File: config.mk
export PLATFORM = sky130hd
export DESIGN_NAME = matrix_scanner
export DESIGN_NICKNAME = d
export VERILOG_FILES = /design/src/rtl/dotmatrix_pkg.sv /design/src/rtl/dm_frame_buffer.sv /design/src/rtl/matrix_scanner.sv
export SDC_FILE = /design/constraint.sdc
export NUM_CORES = 1
export LEC_CHECK = 0
export CAP_MARGIN = 20
export CORE_MARGIN = 2
export CORE_UTILIZATION = 25
export DETAILED_ROUTE_END_ITERATION = 12
export PLACE_DENSITY = 0.51
export SKIP_CTS_REPAIR_TIMING = 1
export SYNTH_ARGS = -nofsm -noshare
export SYNTH_HDL_FRONTEND = slang
export SYNTH_HIERARCHICAL = 1
export SYNTH_SLANG_ARGS = --single-unit
File: constraint.sdc
create_clock -name Divided_CLK -period 4.2 [get_ports Divided_CLK]
set_input_delay 0.42 -clock Divided_CLK [delete_from_list [all_inputs] [get_ports Divided_CLK]]
set_output_delay 0.42 -clock Divided_CLK [all_outputs]
set_load 0.01 [all_outputs]
File: src/rtl/dotmatrix_pkg.sv
// Shared types and constant helpers for the LED dot-matrix scan driver.
package dotmatrix_pkg;

    typedef enum logic {
        BLANK = 1'b0,
        DRIVE = 1'b1
    } scan_state_t;

    // Ceiling log2, never below 1 so that derived vectors stay legal.
    function automatic int clog2(input int v);
        int r;
        r = 0;
        while ((1 << r) < v) r++;
        return (r < 1) ? 1 : r;
    endfunction

    // Panel wiring permutation within one 8-column panel.
    function automatic int remap_col(input int c, input bit en);
        if (!en) return c;
        case (c)
            0:       return 7;
            1:       return 6;
            2:       return 1;
            3:       return 2;
            4:       return 0;
            5:       return 4;
            6:       return 5;
            7:       return 3;
            default: return c;
        endcase
    endfunction

endpackage

File: src/rtl/dm_frame_buffer.sv
// Double-buffered column store: writes land in the back bank, the front
// bank is read through a registered port that drives the row outputs.
module dm_frame_buffer
    import dotmatrix_pkg::*;
#(
    parameter int N    = 32,
    parameter int ROWS = 16,
    parameter int CW   = 5
) (
    input  logic            Divided_CLK,
    input  logic            RESET,
    input  logic            wr_en,
    input  logic            wr_bank,
    input  logic [CW-1:0]   wr_addr,
    input  logic [ROWS-1:0] wr_data,
    input  logic            rd_bank,
    input  logic [CW-1:0]   rd_addr,
    input  logic            rd_load,
    input  logic            rd_clr,
    output logic [ROWS-1:0] rd_data
);

    logic [ROWS-1:0] bank0 [N];
    logic [ROWS-1:0] bank1 [N];

    // Write port: contents are never reset.
    always_ff @(posedge Divided_CLK) begin
        if (wr_en) begin
            if (wr_bank) bank1[wr_addr] <= wr_data;
            else         bank0[wr_addr] <= wr_data;
        end
    end

    // Read register: loaded during blanking, held through the drive phase,
    // cleared when the drive phase ends so blanking shows all rows off.
    always_ff @(posedge Divided_CLK or posedge RESET) begin
        if (RESET) begin
            rd_data <= '0;
        end else if (rd_clr) begin
            rd_data <= '0;
        end else if (rd_load) begin
            rd_data <= rd_bank ? bank1[rd_addr] : bank0[rd_addr];
        end
    end

endmodule

File: src/rtl/matrix_scanner.sv
// Column-scan driver for a multi-panel LED matrix: blank/drive scan FSM,
// frame-synchronous bank swap and horizontal scroll.
module matrix_scanner
    import dotmatrix_pkg::*;
#(
    parameter int NUM_PANELS  = 4,
    parameter int COLS        = 8,
    parameter int ROWS        = 16,
    parameter int HOLD_CYCLES = 1,
    parameter bit REMAP_EN    = 1'b1,
    localparam int N          = NUM_PANELS * COLS,
    localparam int CW         = clog2(NUM_PANELS * COLS)
) (
    input  logic                  Divided_CLK,
    input  logic                  RESET,
    input  logic                  wr_en,
    input  logic [CW-1:0]         wr_addr,
    input  logic [ROWS-1:0]       wr_data,
    input  logic                  swap_req,
    input  logic [CW-1:0]         scroll,
    input  logic                  in_clr,
    output logic                  swap_pending,
    output logic                  frame_start,
    output logic [ROWS-1:0]       row_data,
    output logic                  column_clk,
    output logic                  column_first,
    output logic [NUM_PANELS-1:0] panel_sel_n,
    output logic                  out_clr
);

    localparam int  HW     = clog2(HOLD_CYCLES);
    localparam bit  REMAP  = REMAP_EN && (COLS == 8);

    scan_state_t   state;
    logic [CW-1:0] col;
    logic [HW-1:0] hold_cnt;
    logic [CW-1:0] scroll_q;
    logic          bank_sel;
    logic          last_drive;
    logic          wr_ok;
    logic          rd_bank;
    logic [CW-1:0] scroll_eff;
    logic [CW:0]   sum;
    logic [CW-1:0] lcol;
    logic [CW-1:0] rd_addr;

    assign out_clr    = in_clr | RESET;
    assign last_drive = (state == DRIVE) && (hold_cnt == HW'(HOLD_CYCLES - 1));
    assign wr_ok      = wr_en && (32'(wr_addr) < N);

    // Read address for the column about to be driven. In the boundary cycle
    // the read already belongs to the new frame, so it uses the bank and
    // scroll that take effect at the end of that cycle.
    always_comb begin
        rd_bank    = frame_start ? (bank_sel ^ swap_pending) : bank_sel;
        scroll_eff = frame_start ? scroll : scroll_q;
        sum        = {1'b0, col} + {1'b0, scroll_eff};
        lcol       = CW'(32'(sum) % N);
        rd_addr    = CW'((32'(lcol) / COLS) * COLS + remap_col(32'(lcol) % COLS, REMAP));
    end

    // Scan FSM with registered strobes, column/hold counters, scroll and swap.
    always_ff @(posedge Divided_CLK or posedge RESET) begin
        if (RESET) begin
            state        <= BLANK;
            col          <= '0;
            hold_cnt     <= '0;
            scroll_q     <= '0;
            bank_sel     <= 1'b0;
            swap_pending <= 1'b0;
            frame_start  <= 1'b0;
            column_clk   <= 1'b0;
            column_first <= 1'b0;
            panel_sel_n  <= '1;
        end else begin
            case (state)
                BLANK: begin
                    state        <= DRIVE;
                    hold_cnt     <= '0;
                    frame_start  <= 1'b0;
                    column_clk   <= 1'b1;
                    column_first <= (col == '0);
                    panel_sel_n  <= ~(NUM_PANELS'(1) << (col / COLS));
                end
                DRIVE: begin
                    if (last_drive) begin
                        state        <= BLANK;
                        col          <= (col == CW'(N - 1)) ? '0 : col + 1'b1;
                        frame_start  <= (col == CW'(N - 1));
                        column_clk   <= 1'b0;
                        column_first <= 1'b0;
                        panel_sel_n  <= '1;
                    end else begin
                        hold_cnt <= hold_cnt + 1'b1;
                    end
                end
                default: state <= BLANK;
            endcase

            // frame_start is high exactly in the boundary cycle.
            if (frame_start) begin
                scroll_q     <= scroll;
                if (swap_pending) bank_sel <= ~bank_sel;
                swap_pending <= swap_pending ? 1'b0 : swap_req;
            end else if (swap_req) begin
                swap_pending <= 1'b1;
            end
        end
    end

    dm_frame_buffer #(
        .N    (N),
        .ROWS (ROWS),
        .CW   (CW)
    ) u_fb (
        .Divided_CLK (Divided_CLK),
        .RESET       (RESET),
        .wr_en       (wr_ok),
        .wr_bank     (~bank_sel),
        .wr_addr     (wr_addr),
        .wr_data     (wr_data),
        .rd_bank     (rd_bank),
        .rd_addr     (rd_addr),
        .rd_load     (state == BLANK),
        .rd_clr      (last_drive),
        .rd_data     (row_data)
    );

endmodule

==> impl_metrics.env, run 1 <==
export IMPL_status="finished clean"
export IMPL_drt_pass1_iterations=5
export IMPL_cellPowerDensity_nw_per_um2=694
export IMPL_antenna_found_initial=12
export IMPL_area_growth_pct=20.5
export IMPL_die_x_um=409
export IMPL_insertion_delay_ns=0.68
export IMPL_synth_edff_count=1024
export IMPL_crit_type="reg -> reg"
export IMPL_synth_top_family_by_area="multiplexers"
export IMPL_slowest_stage="fa_1"
export IMPL_cts_root_buf="clkbuf_16"
export IMPL_drt_vias_per_instance=4.54
export IMPL_slew_violations=0
export IMPL_synth_top_cell_area_share_pct=75.0
export IMPL_ant_nets=0
export IMPL_synthDistinctLibCells=51
export IMPL_start_kind="flop"
export IMPL_cts_buffers=106
export IMPL_pre_cts_ws_ns=-0.496
export IMPL_io_buffers=55
export IMPL_grt_ovfl_total=0
export IMPL_wl_per_cell_um=24.2
export IMPL_r2r_slack_ns=0.21
export IMPL_skew_ns=0.0336
export IMPL_leakage_uw=0.0159
export IMPL_crit_path_end_kind="flop"
export IMPL_max_slew_margin_pct=23.6
export IMPL_die_area_um2=167000
export IMPL_ys_seq_elements=1061
export IMPL_synth_xor_area_share_pct=0.162
export IMPL_fin_crit_ns=3.99
export IMPL_coreArea_um2=163000
export IMPL_cp_common_cell="buf_4"
export IMPL_yosysSeqAreaShare_pct=77.3
export IMPL_register_area_um2=31700
export IMPL_clkSinkCount=1061
export IMPL_cp_max_fo=17
export IMPL_synth_compound_area_share_pct=2.19
export IMPL_cap_violations=0
export IMPL_grt_pass1_wl_um=154000
export IMPL_crit_family="buffers and inverters"
export IMPL_setup_viol=0
export IMPL_arrival_ns=4.53
export IMPL_timing_fmax_ghz=0.251
export IMPL_finalCritPeriodShare_pct=95.0
export IMPL_ys_flop_type="edfxtp_1"
export IMPL_clk_pin_slew_ns=0.06
export IMPL_cts_buffer_depth=3
export IMPL_final_hold_viol_count=0
export IMPL_holdWs_ns=0.0499
export IMPL_worstReg2RegEnd="u_fb/rd_data[7]$_DFFE_PP0P_"
export IMPL_globalplace_congestion=0.791
export IMPL_yosys_area_share_adder_pct=0.263
export IMPL_tns_ns=0
export IMPL_reg2reg_from="frame_start$_DFFE_PP0P_"
export IMPL_yosys_top_cells_area="edfxtp_1, mux4_2, dfrtp_1"
export IMPL_async_reset_ff_share_pct=3.49
export IMPL_syn_nets=1891
export IMPL_layout_setup_ws_ns=0.209
export IMPL_grt_pass1_vias=20831
export IMPL_cts_tree="built"
export IMPL_hpwl_um=67800
export IMPL_drc=0
export IMPL_max_stage_delay_ns=0.39
export IMPL_multiInputGateArea_um2=8690
export IMPL_cp_num_buf_inv=7
export IMPL_synthCells=1852
export IMPL_r2r_cells=18
export IMPL_grt_setup_unrepaired="false"
export IMPL_fin_util_pct=30.4
export IMPL_ir_drop_uv=482
export IMPL_grt_use_total_pct=12.7
export IMPL_row_count=148
export IMPL_htreeDepth=3
export IMPL_wirelength_um=108000
export IMPL_drt_first_iter_violations=2233
export IMPL_grt_max_degree=65
export IMPL_drive_gt1_share_pct=31.2
export IMPL_start_util_pct=25.2
export IMPL_muxShareOfSynthArea_pct=16.0
export IMPL_synth_cell_area_um2=41000
export IMPL_synth_top_cell_by_area="edfxtp_1"
export IMPL_die_height_um=409
export IMPL_nets=2219
export IMPL_worst_slew_pin_slew_ns=1.15
export IMPL_worstPathCellList="mux2_2 -> ha_1 -> inv_1 -> fa_1 -> xor2_1 -> buf_4 -> buf_4 -> nor2_1 -> buf_4 -> xor2_4 -> buf_12 -> buf_12 -> mux4_2 -> mux2i_1 -> buf_4 -> a211oi_1 -> a32oi_2 -> nand2_1"
export IMPL_yosys_area_share_simple_pct=2.28
export IMPL_hold_class="in -> async"
export IMPL_required_ns=4.74
export IMPL_vias=20183
export IMPL_boundaryPins=56
export IMPL_syn_area_per_cell_um2=22.1
export IMPL_yosys_warnings=6
export IMPL_nFillCells=15650
metrics by stage:
step	area (um2)	power [uW]	instances
3_3_place_gp	46000	25400	4243
3_5_place_dp	46000	25500	4244
6_report	49400	34300	4447
2_1_floorplan	41000	19600	1852
5_1_grt	49400	35700	4444
4_1_cts	49300	34600	4440
Yosys cell counts (13+ instances only):
| cell type | number |
|---|---|
| nand2_1 | 65 |
| nand4_1 | 17 |
| o221ai_1 | 21 |
| o22ai_1 | 43 |
| dfrtp_1 | 33 |
| edfxtp_1 | 1024 |
| clkbuf_1 | 29 |
| buf_2 | 24 |
| mux2i_1 | 68 |
| nor2_1 | 73 |
| nand3_1 | 13 |
| buf_6 | 22 |
| inv_1 | 13 |
| o21ai_0 | 21 |
| mux4_2 | 244 |
| buf_4 | 19 |
power breakdown:
group / total [uW] / internal [uW] / leakage [uW] / switching (uW)
combinational: 13300 / 6610 / 0.00458 / 6670
clock: 9110 / 5120 / 0.00164 / 3990
sequential: 11900 / 11800 / 0.00968 / 160
per-layer routing:
layer | track usage (%) | vias to the layer above | wire (um)
li1 | - | 8474 | -
met1 | 17.4 | 10829 | 45600
met2 | 20.3 | 703 | 51300
met3 | 2.70 | 169 | 7710
met4 | 3.59 | 8 | 3030
met5 | 0 | - | 51
layout make-up:
cell class	instances	share of cell area [%]
sequential	1061	64.1
multi-input combinational	679	17.6
timing repair buffer	319	5.91
clock buffer	128	5.60
tap	2175	5.51
clock inverter	68	1.13
inverter	13	0.0988
antenna	4	0.0203
cells by family (layout without fill, tap and decap cells):
kind of cell               Yosys count  after routing
muxes                              331            331
other                                1              5
adders and majority gates            8              8
DFF                               1061           1061
AOI/OAI and AO/OA                  132            132
and+or+nand+nor                    201            201
buffers and inverters              112            528
xor gates and xnor gates             6              6
state kept, by name, indices dropped and copies added (netlist names):
name / count
column_clk: 1
u_fb/bank1: 512
scroll_q: 5
column_first: 1
bank_sel: 1
u_fb/rd_data: 16
panel_sel_n: 4
frame_start: 1
swap_pending: 1
u_fb/bank0: 512
state: 1
hold_cnt: 1
col: 5
layout by cell type (no fill, tap or decap), types with 5 or more instances in the layout:
| master | count |
|---|---|
| clkbuf_1 | 20 |
| ha_1 | 7 |
| nor2_1 | 73 |
| clkinv_1 | 20 |
| buf_2 | 16 |
| mux2i_1 | 66 |
| o21ai_0 | 17 |
| edfxtp_1 | 1024 |
| inv_1 | 13 |
| o21ai_1 | 5 |
| o22ai_1 | 43 |
| mux4_2 | 244 |
| a21oi_1 | 11 |
| clkdlybuf4s50_1 | 39 |
| buf_12 | 36 |
| o221ai_1 | 21 |
| nand4_1 | 17 |
| a32oi_1 | 5 |
| nand3b_1 | 7 |
| bufinv_16 | 7 |
| nand3_1 | 13 |
| clkbuf_16 | 108 |
| mux4_1 | 12 |
| buf_4 | 227 |
| dfrtp_1 | 33 |
| a21o_1 | 6 |
| nand2_1 | 65 |
| clkinv_2 | 29 |
| a211oi_1 | 12 |
worst register-to-register path, stage by stage, from the launching register on:
cell and delay (ns):
dfrtp_1 0.38, mux2_2 0.25, ha_1 0.17, inv_1 0.06
fa_1 0.39, xor2_1 0.18, buf_4 0.15, buf_4 0.13
nor2_1 0.10, buf_4 0.15, xor2_4 0.24, buf_12 0.23
buf_12 0.19, mux4_2 0.33, mux2i_1 0.21, buf_4 0.18
a211oi_1 0.10, a32oi_2 0.37, nand2_1 0.09
worst max path at each step:
stage | start | to | slack, ns | depth (start not counted)
after floorplan | frame_start$_DFFE_PP0P_ | u_fb/rd_data[2]$_DFFE_PP0P_ | 0.78 | 15
after global placement | scroll[0] | u_fb/rd_data[14]$_DFFE_PP0P_ | -0.62 | 19
after detailed placement | scroll[0] | u_fb/rd_data[14]$_DFFE_PP0P_ | -0.50 | 19
after CTS | frame_start$_DFFE_PP0P_ | u_fb/rd_data[14]$_DFFE_PP0P_ | -0.08 | 18
after global routing | frame_start$_DFFE_PP0P_ | u_fb/rd_data[7]$_DFFE_PP0P_ | 0.006 | 18
final | frame_start$_DFFE_PP0P_ | u_fb/rd_data[7]$_DFFE_PP0P_ | 0.21 | 18
No activity file was read; power rests on OpenSTA's default activity.
==> inputs of run 2 (changes only) <==
--- a/config.mk
+++ b/config.mk
@@ -13,5 +13,4 @@
 export SKIP_CTS_REPAIR_TIMING = 1
 export SYNTH_ARGS = -nofsm -noshare
 export SYNTH_HDL_FRONTEND = slang
-export SYNTH_HIERARCHICAL = 1
 export SYNTH_SLANG_ARGS = --single-unit
==> constraint.sdc (replaced) <==
create_clock -name Divided_CLK -period 4.2 [get_ports Divided_CLK]
set_input_delay 0.63 -clock Divided_CLK [delete_from_list [all_inputs] [get_ports Divided_CLK]]
set_output_delay 0.63 -clock Divided_CLK [all_outputs]
set_load 0.01 [all_outputs]
==> impl_metrics.env, run 2 <==
export IMPL_status="finished clean"
export IMPL_cp_common_cell="buf_4"
export IMPL_grt_ovfl_total=0
export IMPL_row_count=150
export IMPL_insertion_delay_ns=0.74
export IMPL_max_stage_delay_ns=0.54
export IMPL_finalNonFillerCells=5437
export IMPL_yosys_top_cells_area="edfxtp_1, mux4_2, mux2i_1"
export IMPL_yosys_area_share_adder_pct=0.254
export IMPL_final_common_cell="edfxtp_1"
export IMPL_antenna_found_initial=12
export IMPL_slew_violations=0
export IMPL_synth_commonest_cells="edfxtp_1, nand2_1, a21oi_1"
export IMPL_htreeDepth=3
export IMPL_clk_pin_slew_ns=0.06
export IMPL_place_inst=5226
export IMPL_required_ns=4.78
export IMPL_arrival_ns=4.70
export IMPL_cp_num_buf_inv=7
export IMPL_grt_max_degree=52
export IMPL_layout_common_cells="edfxtp_1, buf_4, nand2_1"
export IMPL_grt_setup_unrepaired="false"
export IMPL_yosysSeqAreaShare_pct=74.9
export IMPL_coreArea_um2=168000
export IMPL_reg2reg_from="frame_start$_DFFE_PP0P_"
export IMPL_synth_compound_area_share_pct=10.2
export IMPL_die_height_um=415
export IMPL_cts_tree="built"
export IMPL_cp_max_fo=9
export IMPL_boundaryPins=56
export IMPL_crit_family="buffers and inverters"
export IMPL_synth_xor_area_share_pct=0.201
export IMPL_grt_use_total_pct=15.4
export IMPL_grt_pass1_wl_um=194000
export IMPL_syn_nets=2799
export IMPL_ys_seq_elements=1061
export IMPL_grt_pass1_vias=25930
export IMPL_synthCells=2760
export IMPL_wl_per_cell_um=25.1
export IMPL_hold_class="in -> reg"
export IMPL_cap_violations=0
export IMPL_drc=0
export IMPL_finalCritPeriodShare_pct=98.2
export IMPL_cts_root_buf="clkbuf_16"
export IMPL_yosys_warnings=0
export IMPL_drt_vias_per_instance=4.93
export IMPL_clkSinkCount=1061
export IMPL_synth_top_cell_by_area="edfxtp_1"
export IMPL_crit_path_end_kind="flop"
export IMPL_slowest_stage="a211oi_1"
export IMPL_ys_flop_type="edfxtp_1"
export IMPL_hold_start="wr_data[13]"
export IMPL_synth_edff_count=1024
export IMPL_die_x_um=415
export IMPL_async_reset_ff_share_pct=3.49
export IMPL_synth_cell_area_um2=42300
export IMPL_start_util_pct=25.2
export IMPL_crit_type="reg -> reg"
export IMPL_synthDistinctLibCells=66
export IMPL_worstPathCellList="buf_4 -> mux2_2 -> ha_1 -> xor2_4 -> buf_12 -> buf_4 -> buf_12 -> buf_4 -> buf_4 -> or3_1 -> o21ai_0 -> a21oi_1 -> a211oi_1 -> a311oi_1 -> buf_4 -> nor2_1 -> a221oi_1"
export IMPL_drt_first_iter_violations=3029
export IMPL_synth_most_common_cell="edfxtp_1"
export IMPL_area_growth_pct=22.7
export IMPL_top_regs="u_fb.bank0 x512, u_fb.bank1 x512, u_fb.rd_data x16"
export IMPL_yosys_area_share_simple_pct=6.13
export IMPL_drt_pass1_iterations=5
export IMPL_die_area_um2=172000
export IMPL_syn_area_per_cell_um2=15.3
export IMPL_globalplace_congestion=0.891
export IMPL_cts_buffers=109
export IMPL_critPathLaunch="frame_start$_DFFE_PP0P_"
export IMPL_synth_top_family_by_area="compound AO/OA/AOI/OAI gates"
export IMPL_timing_fmax_ghz=0.243
export IMPL_io_buffers=55
export IMPL_max_slew_margin_pct=26.6
export IMPL_muxShareOfSynthArea_pct=6.05
export IMPL_vias=26812
export IMPL_worst_slew_pin_slew_ns=1.10
export IMPL_synth_top_cell_area_share_pct=72.7
export IMPL_hpwl_um=88800
export IMPL_cts_buffer_depth=3
export IMPL_nets=3178
export IMPL_fin_crit_ns=4.12
export IMPL_setup_viol=0
export IMPL_final_hold_viol_count=0
export IMPL_drive_gt1_share_pct=22.1
export IMPL_skew_ns=0.0355
export IMPL_start_kind="flop"
export IMPL_ant_nets=0
export IMPL_wirelength_um=136000
==> run 2: cell count changes in the layout (fill, tap and decap cells not counted), sizes merged, moves of 38 or more <==
cell and change:
nor3 +38, mux4 -199, a31oi +49, a21oi +208, o21ai +84, nand2 +240, a311oi +39, mux2i +47
nor2 +74, buf +149, nand3 +67
==> run 2: area by class of cell <==
type / instances / area (um2)
flip-flops and latches: 1061 / 31700
repair buffers: 467 / 4140
fillers: 16492 / 116000
clock inverters: 66 / 533
multi-input cells: 1485 / 9870
inverters: 15 / 58.8
clock buffers: 135 / 2840
well taps: 2204 / 2760
diodes: 4 / 10.0
==> run 2: cell families after synthesis <==
family,Yosys count
compound gates,668
xor+xnor,8
fa+ha+maj,8
buf+inv,214
flops,1061
mux,183
other cells,1
simple gates,617
==> run 2: path summary, 6_finish.rpt <==
| check | to | slack, ns | cells after the start |
|---|---|---|---|
| min | u_fb.bank1[15][13]$_DFFE_PP_ | 0.30 | 1 |
| max reg2reg | u_fb.rd_data[6]$_DFFE_PP0P_ | 0.08 | 17 |
| max in group asynchronous | bank_sel$_DFFE_PP0P_ | 3.15 | 2 |
| min in group asynchronous | scroll_q[0]$_DFF_PP0_ | 0.46 | 2 |
| max | u_fb.rd_data[6]$_DFFE_PP0P_ | 0.08 | 17 |
| min reg2reg | panel_sel_n[3]$_DFFE_PP1P_ | 0.46 | 2 |
==> run 2: per-layer routing <==
| metal | up-vias | track usage, % | share of wire [%] |
|---|---|---|---|
| met3 | 225 | 2.20 | 6.3 |
| li1 | 11638 | - | - |
| met2 | 1047 | 24.9 | 47 |
| met4 | 0 | 5.28 | 3.5 |
| met1 | 13902 | 21.1 | 43 |
| met5 | - | 0 | 0 |
==> run 2: through the flow <==
step / setup TNS (ns) / utilization [%] / hold slack [ns] / area, um2 / setup slack (ns)
floorplan: 0 / - / 0.460 / 42300 / 0.713
global placement: -9.58 / 28.9 / 0.461 / 48400 / -0.859
detailed placement: -9.85 / 28.9 / 0.457 / 48400 / -0.880
CTS: -0.763 / 30.9 / 0.257 / 51800 / -0.266
global route: 0 / 31.0 / 0.274 / 51900 / 0.00174
finish: 0 / 31.0 / 0.297 / 51900 / 0.0765
Power of run 2 is not shown: default switching activity piles up to over one toggle a cycle in this logic, so the estimate is an artifact.
